## src/rtl/pulse_event_arbiter_if.sv

```systemverilog
// pulse_event_arbiter_if
//   Bundles the pulse inputs, the status outputs and the event valid/ready
//   handshake of pulse_event_arbiter.
//   master : the arbiter side (drives event_valid/event_id/overflow/pending)
//   slave  : the producer/consumer side (drives pulses, enable, ready, clears)
// Signals:
//   pulse_in[N]        one-cycle pulses, one per channel
//   enable             1 = grants allowed, 0 = capture only
//   event_valid        an event is offered
//   event_id[ID_W]     channel index of the offered event
//   event_ready        consumer accepts the offered event
//   overflow[N]        sticky per-channel overflow flags
//   overflow_clear[N]  per-bit clear of overflow
//   pending[N]         pending request vector
interface pulse_event_arbiter_if #(
    parameter int N    = 4,
    parameter int ID_W = 2
);
    logic [N-1:0]    pulse_in;
    logic            enable;
    logic            event_valid;
    logic [ID_W-1:0] event_id;
    logic            event_ready;
    logic [N-1:0]    overflow;
    logic [N-1:0]    overflow_clear;
    logic [N-1:0]    pending;

    modport master (
        input  pulse_in, enable, event_ready, overflow_clear,
        output event_valid, event_id, overflow, pending
    );

    modport slave (
        output pulse_in, enable, event_ready, overflow_clear,
        input  event_valid, event_id, overflow, pending
    );
endinterface

```

## src/rtl/pulse_event_arbiter.sv

```systemverilog
// pulse_event_arbiter
//   Captures single-cycle pulses from N channels as pending requests and
//   offers them one at a time to a single consumer over valid/ready, with
//   round-robin arbitration. A pulse on a channel that is still pending sets
//   a sticky overflow flag for that channel.
// Ports:
//   clk    sole clock, rising edge
//   reset  synchronous, active-high
//   bus    pulse_event_arbiter_if.master (pulses, enable, handshake, status)
// All outputs come straight from registers.

// Per-channel request/overflow state.
//   pulse      capture pulse for this channel
//   accept     this channel is being accepted this cycle
//   ovf_clear  clear request for the overflow flag
//   pending    registered request
//   overflow   registered sticky overflow
module pea_channel (
    input  logic clk,
    input  logic reset,
    input  logic pulse,
    input  logic accept,
    input  logic ovf_clear,
    output logic pending,
    output logic overflow
);
    always_ff @(posedge clk) begin
        if (reset) begin
            pending  <= 1'b0;
            overflow <= 1'b0;
        end else begin
            // A pulse in the accept cycle re-arms the request rather than
            // counting as an overflow: the old request is being served.
            pending  <= pulse | (pending & ~accept);
            // Set has priority over clear.
            overflow <= (pulse & pending & ~accept) | (overflow & ~ovf_clear);
        end
    end
endmodule

module pulse_event_arbiter #(
    parameter int N    = 4,
    parameter int ID_W = 2
) (
    input  logic                 clk,
    input  logic                 reset,
    pulse_event_arbiter_if.master bus
);
    typedef enum logic {IDLE, OFFER} state_t;

    state_t          state;
    logic            valid_q;
    logic [ID_W-1:0] id_q;
    logic [ID_W-1:0] rr_ptr;
    logic [N-1:0]    pend_q;
    logic [N-1:0]    ovf_q;
    logic [N-1:0]    accept_vec;
    logic            accept;
    logic            found;
    logic [ID_W-1:0] winner;

    assign accept = valid_q & bus.event_ready;

    // One-hot of the channel being accepted this cycle.
    always_comb begin
        accept_vec = '0;
        for (int i = 0; i < N; i++) begin
            if (accept && id_q == ID_W'(i))
                accept_vec[i] = 1'b1;
        end
    end

    pea_channel u_ch [N-1:0] (
        .clk       (clk),
        .reset     (reset),
        .pulse     (bus.pulse_in),
        .accept    (accept_vec),
        .ovf_clear (bus.overflow_clear),
        .pending   (pend_q),
        .overflow  (ovf_q)
    );

    // Round-robin search over the registered pending vector, starting at
    // rr_ptr and wrapping modulo N (N need not be a power of two, so the
    // wrap is an explicit compare-and-subtract rather than a bit truncation).
    always_comb begin
        logic [ID_W:0]   sum;
        logic [ID_W-1:0] idx;
        found  = 1'b0;
        winner = '0;
        sum    = '0;
        idx    = '0;
        for (int k = 0; k < N; k++) begin
            sum = {1'b0, rr_ptr} + (ID_W+1)'(k);
            if (sum >= (ID_W+1)'(N))
                sum = sum - (ID_W+1)'(N);
            idx = sum[ID_W-1:0];
            if (!found && pend_q[idx]) begin
                found  = 1'b1;
                winner = idx;
            end
        end
    end

    // IDLE makes one decision per cycle; OFFER holds the event until ready.
    // enable only gates new grants, never an event already on offer.
    always_ff @(posedge clk) begin
        if (reset) begin
            state   <= IDLE;
            valid_q <= 1'b0;
            id_q    <= '0;
            rr_ptr  <= '0;
        end else begin
            case (state)
                IDLE: begin
                    if (bus.enable && found) begin
                        id_q    <= winner;
                        valid_q <= 1'b1;
                        state   <= OFFER;
                    end
                end
                OFFER: begin
                    if (bus.event_ready) begin
                        valid_q <= 1'b0;
                        state   <= IDLE;
                        rr_ptr  <= (id_q == ID_W'(N-1)) ? '0 : id_q + 1'b1;
                    end
                end
                default: begin
                    state   <= IDLE;
                    valid_q <= 1'b0;
                end
            endcase
        end
    end

    assign bus.event_valid = valid_q;
    assign bus.event_id    = id_q;
    assign bus.pending     = pend_q;
    assign bus.overflow    = ovf_q;
endmodule

```

## src/flat_wrapper.sv

```systemverilog
// flat-port wrapper written by rule: the top's interface ports become plain ports
module pulse_event_arbiter_flat 
#(
    parameter int N    = 4,
    parameter int ID_W = 2
)
  (clk, reset, bus_pulse_in, bus_enable, bus_event_ready, bus_overflow_clear, bus_event_valid, bus_event_id, bus_overflow, bus_pending);
  pulse_event_arbiter_if #(.N(N), .ID_W(ID_W)) bus_i ();
  input  logic clk;
  input  logic reset;
  input wire logic [$bits(bus_i.pulse_in)-1:0] bus_pulse_in;
  input wire logic [$bits(bus_i.enable)-1:0] bus_enable;
  input wire logic [$bits(bus_i.event_ready)-1:0] bus_event_ready;
  input wire logic [$bits(bus_i.overflow_clear)-1:0] bus_overflow_clear;
  output wire logic [$bits(bus_i.event_valid)-1:0] bus_event_valid;
  output wire logic [$bits(bus_i.event_id)-1:0] bus_event_id;
  output wire logic [$bits(bus_i.overflow)-1:0] bus_overflow;
  output wire logic [$bits(bus_i.pending)-1:0] bus_pending;
  assign bus_i.pulse_in = bus_pulse_in;
  assign bus_i.enable = bus_enable;
  assign bus_i.event_ready = bus_event_ready;
  assign bus_i.overflow_clear = bus_overflow_clear;
  assign bus_event_valid = bus_i.event_valid;
  assign bus_event_id = bus_i.event_id;
  assign bus_overflow = bus_i.overflow;
  assign bus_pending = bus_i.pending;
  pulse_event_arbiter #(.N(N), .ID_W(ID_W)) u_core (.clk(clk), .reset(reset), .bus(bus_i));
endmodule
```

## config.mk

```make
export PLATFORM = sky130hd
export DESIGN_NAME = pulse_event_arbiter_flat
export DESIGN_NICKNAME = d
export VERILOG_FILES = /design/src/rtl/pulse_event_arbiter_if.sv /design/src/rtl/pulse_event_arbiter.sv /design/src/flat_wrapper.sv
export SDC_FILE = /design/constraint.sdc
export NUM_CORES = 1
export LEC_CHECK = 0
export CAP_MARGIN = 20
export CORE_UTILIZATION = 40
export CTS_BUF_LIST = sky130_fd_sc_hd__clkbuf_8
export DETAILED_ROUTE_END_ITERATION = 8
export HOLD_SLACK_MARGIN = 0.03
export PLACE_DENSITY = 0.71
export SLEW_MARGIN = 30
export SYNTH_ARGS = -nofsm -noshare
export SYNTH_HDL_FRONTEND = slang
export SYNTH_SLANG_ARGS = --single-unit
```

## constraint.sdc

```tcl
create_clock -name clk -period 1.6 [get_ports clk]
set_clock_uncertainty 0.2 [all_clocks]
set_input_delay 0.24 -clock clk [delete_from_list [all_inputs] [get_ports clk]]
set_output_delay 0.24 -clock clk [all_outputs]
set_load 0.01 [all_outputs]
```

* Word level (Yosys, flattened, before mapping)
Cells that the tools add are included.
** Storage, ports and cells
- Register bits after elaboration :: 14
- Input bits :: 12
- Output and inout bits :: 11
** Operators by class
- Add/sub/neg operators :: 8
- $lt $le $gt $ge :: 8
- Equal/unequal tests :: 5
- Muxes and demuxes :: 31
- Bitwise operators :: 34
- Reductions and logical operators :: 15
** Operators with widths (number)
- 2-to-1 mux 2 bit :: 9
- bitwise AND 1 bit :: 17
- 2-to-1 mux 1 bit :: 16
- < comparator 2 x 3 -> 1 bit (second input constant) :: 4
- greater-or-equal comparator 3 bit (second input constant) :: 3
- inverter 1 bit :: 9
- binary-select mux 1 bit (select 2 bit) :: 4
- logical AND 1 bit :: 8
- OR 1 bit :: 8
- subtractor 2 x 1 -> 2 bit (second input constant) :: 4
- adder 2 x 2 -> 3 bit (second input constant) :: 2
- AND reduction 2 bit :: 3
- equality test 2 bit (second input constant) :: 2
- one-hot mux 1 bit (2 select lines) :: 2
- adder 2 x 1 -> 3 bit (second input constant) :: 1
- greater-or-equal comparator 2 x 3 -> 1 bit (second input constant) :: 1
- zero test 1 bit :: 3
- adder 2 x 1 -> 2 bit (second input constant) :: 1
- equality test 2 x 1 -> 1 bit (second input constant) :: 1
- zero test 2 bit :: 1
- != test 2 x 1 -> 1 bit (second input constant) :: 1
- != test 2 bit (second input constant) :: 1

* Depth between registers and ports, before layout
- Word-level depth :: 17
- Depth in mapped cells :: 5
- Depth with buffers taken out :: 5

* Modules after synthesis
A second synthesis with hierarchy kept.
** Unflattened totals
- Cell total of the unflattened synthesis :: 73
- Area, all modules :: 669.4 um^2
** Modules (own cells, without submodules)
- pulse_event_arbiter :: instances 1, cells each 45, area each 384.1 um^2
- pea_channel :: instances 4, cells each 7, area each 71.3 um^2

* Worst setup path before layout
No wires, ideal clock.
- Kind :: register -> register
- Start point :: register u_core.u_ch[3].pending
- End point :: register u_core.id_q[0] (netlist: u_core.bus.event_id[0])
- Arrival :: 1.108 ns
- Data required time :: 1.299 ns
- Path slack :: 0.191 ns
- Cell stages (with the launch flop) :: 5
- Path buffers :: 0
- Period minus slack after synthesis :: 1.409 ns
- Path through :: dfxtp_1 or4_4 nand3b_4 nand3b_1 o41ai_1
** On the way
- Longest elaborated chain between the ends :: 14
** RTL lines
- start: declaration :: line pulse_event_arbiter.sv:24 : output logic pending,
- start signal: assignment :: line pulse_event_arbiter.sv:34 : pending <= pulse | (pending & ~accept);
- binary-select mux 1 bit (select 2 bit) :: line pulse_event_arbiter.sv:98 : if (!found && pend_q[idx]) begin
- 2-to-1 mux 1 bit (not written as such) :: line pulse_event_arbiter.sv:98
- 2-to-1 mux 1 bit :: line pulse_event_arbiter.sv:98
- zero test 1 bit :: line pulse_event_arbiter.sv:98
- logical AND 1 bit :: line pulse_event_arbiter.sv:98
- 2-to-1 mux 1 bit :: line pulse_event_arbiter.sv:98
- zero test 1 bit :: line pulse_event_arbiter.sv:98
- logical AND 1 bit :: line pulse_event_arbiter.sv:98
- 2-to-1 mux 1 bit :: line pulse_event_arbiter.sv:98
- zero test 1 bit :: line pulse_event_arbiter.sv:98
- logical AND 1 bit :: line pulse_event_arbiter.sv:98
- 2-to-1 mux 1 bit :: line pulse_event_arbiter.sv:98
- logical AND 1 bit :: line pulse_event_arbiter.sv:116 : if (bus.enable && found) begin
- AND reduction 2 bit (no line)
- end signal: assignment :: line pulse_event_arbiter.sv:117 : id_q <= winner;
- end: declaration :: line pulse_event_arbiter.sv:53 : logic [ID_W-1:0] id_q;
Several ways; a longest one is shown, not always the timed one. The select of a mux whose other input is x is not followed.
A chain may end at the register's enable or synchronous reset.

* Final worst setup path
- Start point :: register u_core.valid_q (netlist: u_core.bus.event_valid)
- End point :: output bus_event_valid
** RTL lines
- start: declaration :: line pulse_event_arbiter.sv:52 : logic valid_q;
- start signal: assignment :: line pulse_event_arbiter.sv:110 : valid_q <= 1'b0;
- start signal: assignment :: line pulse_event_arbiter.sv:118 : valid_q <= 1'b1;
- start signal: assignment :: line pulse_event_arbiter.sv:124 : valid_q <= 1'b0;
- end: declaration :: line flat_wrapper.sv:15 : output wire logic [$bits(bus_i.event_valid)-1:0] bus_event_valid;
No word-level cell between the ends.

==> summary.txt <==
Outcome
  • Status: complete, no violations

Clocking
  • Maximum clock insertion buffer count: 2
  • Num CTS Buffers: 3
  • Clock sink total: 14
  • Post-CTS setup buffer count: 0
  • Clock tree from TritonCTS: done
  • CTS root buf: sky130_fd_sc_hd__clkbuf_8
  • Clock H-tree levels: 1
  • CTS clock-pin slew for the worst setup and hold paths: 0.06 ns
  • Clk_lat worst skew: 0.24 ns

Die
  • Die span in y: roughly 44 µm
  • Area enclosed by the die boundary: 1940 µm²
  • Width of the chip: 44.0 µm
  • Placeable core region: 1580 µm²
  • Io pins: 23
  • Number of placement rows: 14
  • Starting density of the core: 44.8%

Routing
  • Count of unresolved DRC violations after routing: 0
  • Mean routed wirelength per cell: 12.2 µm
  • Antenna-violating nets left: 0
  • Drt initial violations: 8
  • Via density per instance: 5.13
  • Drt total wl: 1.45 mm
  • Vias: roughly 600
  • Drt pass-1 iters: 6

STA
  • Post-route minimum period: 1.55 ns
  • Final hold vios: 0
  • Measured slew at the worst slew-check pin: 0.292 ns
  • Ratio of final minimum period to clock period: 96.7%
  • Setup repair after global routing missed its margin: false
  • Final number of setup-violating endpoints: 0
  • Setup_tns: 0 ns
  • Worst rel slew slack: 80.5%
  • Slack of the critical path: 0.0526 ns
  • Max Clock Freq: 0.646 GHz
  • Pins Over Slew Limit: 0

Setup path
  • Crit path max fanout: 2
  • Biggest cell delay along the critical path: 0.53 ns
  • Worst path bufs/invs: 1
  • CP startpoint kind: flop
  • Required time of the critical path: roughly 1.2 ns
  • Crit Path Class: reg2out
  • Slowest cell on crit path: sky130_fd_sc_hd__clkdlybuf4s50_1
  • Kind of end point of the critical path: output port
  • Crit-path cells: clkdlybuf4s50_1
  • Data arrival, critical path: 1.11 ns
  • Top Family by Delay on Critical Path: buffers and inverters

Pwr
  • Areal power density over the cells: 918 nW/µm²
  • Static Leakage: 0.436 nW
  • Peak supply drop: between 0.6 and 0.7 mV
  • PnR Total Power: 890 µW

GRT
  • Global-route wire length before repair: 2.49 mm
  • Vias in the first global route: around 570
  • Total routing usage reported by global routing: 17.7%
  • Largest net degree at the start of global routing: 9
  • GR Overflow Total: 0
  • Number of antenna violations at the first check in global routing: 0

Logic synthesis
  • Yosys top cell by area: sky130_fd_sc_hd__dfxtp_1
  • Post-synthesis register bit count: 14
  • Post-Synthesis Mean Instance Area: roughly 8.5 µm²
  • Number of unique standard cell types used by synthesis: 19
  • Synth Cell Area: 707 µm²
  • Leading post-synthesis cells by cell area: sky130_fd_sc_hd__dfxtp_1 (40%), sky130_fd_sc_hd__buf_4 (8.5%), sky130_fd_sc_hd__ha_1 (7.1%)
  • Share of the synthesized area in the top cell type: 39.6%
  • Proportion of synthesized chip area in sequential cells: 39.6%
  • Synthesis Warnings: 0
  • Gate Count Post-Synth: 83
  • Synthesized netlist net count: 99

Layout
  • Fraction of final layout cells sized beyond drive strength 1: ~15%
  • N_diodes: 0
  • Final nets: 120
  • Synth-to-Final Area Change: 37.2%

Placed design
  • Count of buffers from port buffering: 22
  • Dpl ws: 0.0199 ns
  • Routability congestion estimate from global placement: 0.811
  • HPWL after detailed placement: between 1 and 1.5 mm

Hold path
  • Class of the tightest hold or removal check: reg2reg

Job
  • Number of violations of the max-capacitance limit: 0
==> cells in the final DEF, fill, tap and decap left out <==
cell type,instances
sky130_fd_sc_hd__a21oi_1,8
sky130_fd_sc_hd__a221oi_1,1
sky130_fd_sc_hd__a31oi_1,1
sky130_fd_sc_hd__a32oi_1,4
sky130_fd_sc_hd__buf_4,4
sky130_fd_sc_hd__clkbuf_8,4
sky130_fd_sc_hd__clkdlybuf4s50_1,15
sky130_fd_sc_hd__dfxtp_1,9
sky130_fd_sc_hd__dfxtp_2,5
sky130_fd_sc_hd__dlygate4sd2_1,5
sky130_fd_sc_hd__dlymetal6s2s_1,2
sky130_fd_sc_hd__ha_1,4
sky130_fd_sc_hd__inv_1,7
sky130_fd_sc_hd__nand2_1,3
sky130_fd_sc_hd__nand2b_1,4
sky130_fd_sc_hd__nand3_1,5
sky130_fd_sc_hd__nand3b_1,2
sky130_fd_sc_hd__nand3b_4,1
sky130_fd_sc_hd__nor2_1,12
sky130_fd_sc_hd__nor2b_1,2
sky130_fd_sc_hd__nor3_1,2
sky130_fd_sc_hd__o41ai_1,2
sky130_fd_sc_hd__or4_4,1
==> registers in the layout, indices dropped and copies added (netlist names) <==
| name | flops |
|---|---|
| u_core.u_ch.overflow | 4 |
| u_core.u_ch.pending | 4 |
| u_core.bus.event_id | 2 |
| u_core.rr_ptr | 2 |
| u_core.bus.event_valid | 1 |
| u_core.state | 1 |
==> Yosys cell counts (all sizes together) <==
master,instances
nand3b,3
buf,8
a21oi,8
inv,7
o41ai,2
or4,1
a221oi,1
nand2b,4
nor2b,2
ha,4
a31oi,1
nand3,5
nor2,12
dfxtp,14
clkbuf,2
a32oi,4
nand2,3
nor3,2
==> through the flow <==
step	area, µm²	util [%]	instances	hold slack, ns
3_3_place_gp	910	57.7	115	0.273
3_5_place_dp	910	57.7	115	0.279
6_report	970	61.5	119	0.288
2_1_floorplan	707	-	83	0.109
5_1_grt	970	61.5	119	0.330
4_1_cts	965	61.2	119	0.301
==> area by class of cell <==
class / count / area (µm²)
clock buffers: 4 / 55.1
multi-input cells: 52 / 333
well taps: 16 / 20.0
fillers: 151 / 607
repair buffers: 26 / 249
inverters: 7 / 26.3
flip-flops and latches: 14 / 287
==> power by group <==
group | leakage, nW | internal (mW) | switching (mW)
clock network | 0.0288 | 0.217 | 0.118
logic | 0.291 | 0.0896 | 0.0663
registers | 0.117 | 0.374 | 0.0258
==> worst paths after layout <==
check / end / start / slack, ns / cells past startpoint
min: u_core.u_ch[1].overflow$_SDFF_PP0_ / u_core.u_ch[1].overflow$_SDFF_PP0_ / 0.29 / 2
max: bus_event_valid / u_core.bus.event_valid$_SDFFE_PP0P_ / 0.05 / 1
max reg2reg: u_core.bus.event_id[1]$_SDFFE_PP0P_ / u_core.u_ch[3].pending$_SDFF_PP0_ / 0.13 / 4
min reg2reg: u_core.u_ch[1].overflow$_SDFF_PP0_ / u_core.u_ch[1].overflow$_SDFF_PP0_ / 0.29 / 2
==> routing by layer <==
metal | vias to the layer above | GRT usage (%) | share of wire, %
li1 | 318 | - | -
met1 | 273 | 24.1 | 50
met2 | 17 | 26.2 | 45
met3 | 2 | 4.08 | 4.6
met4 | 0 | 9.09 | 0.55
met5 | - | 0 | 0
==> cell families (layout without fill, tap and decap cells) <==
group,count (synthesis),after routing,synth area share [%]
flip-flops,14,14,39.6
adder cells (fa/ha/maj),4,4,7.08
AND/OR/NAND/NOR,32,32,24.8
AO/OA/AOI/OAI,16,16,15.2
buffers and inverters,17,37,13.3
==> timing repair <==
item | 4_1_cts | 5_1_grt
hold buffers | 0 | 0
endpoints found under the hold margin | 0 | 0
resized for setup | 10 | 2
setup endpoints to repair | 6 | 2
Note: power is estimated with default switching activity, not from simulation.
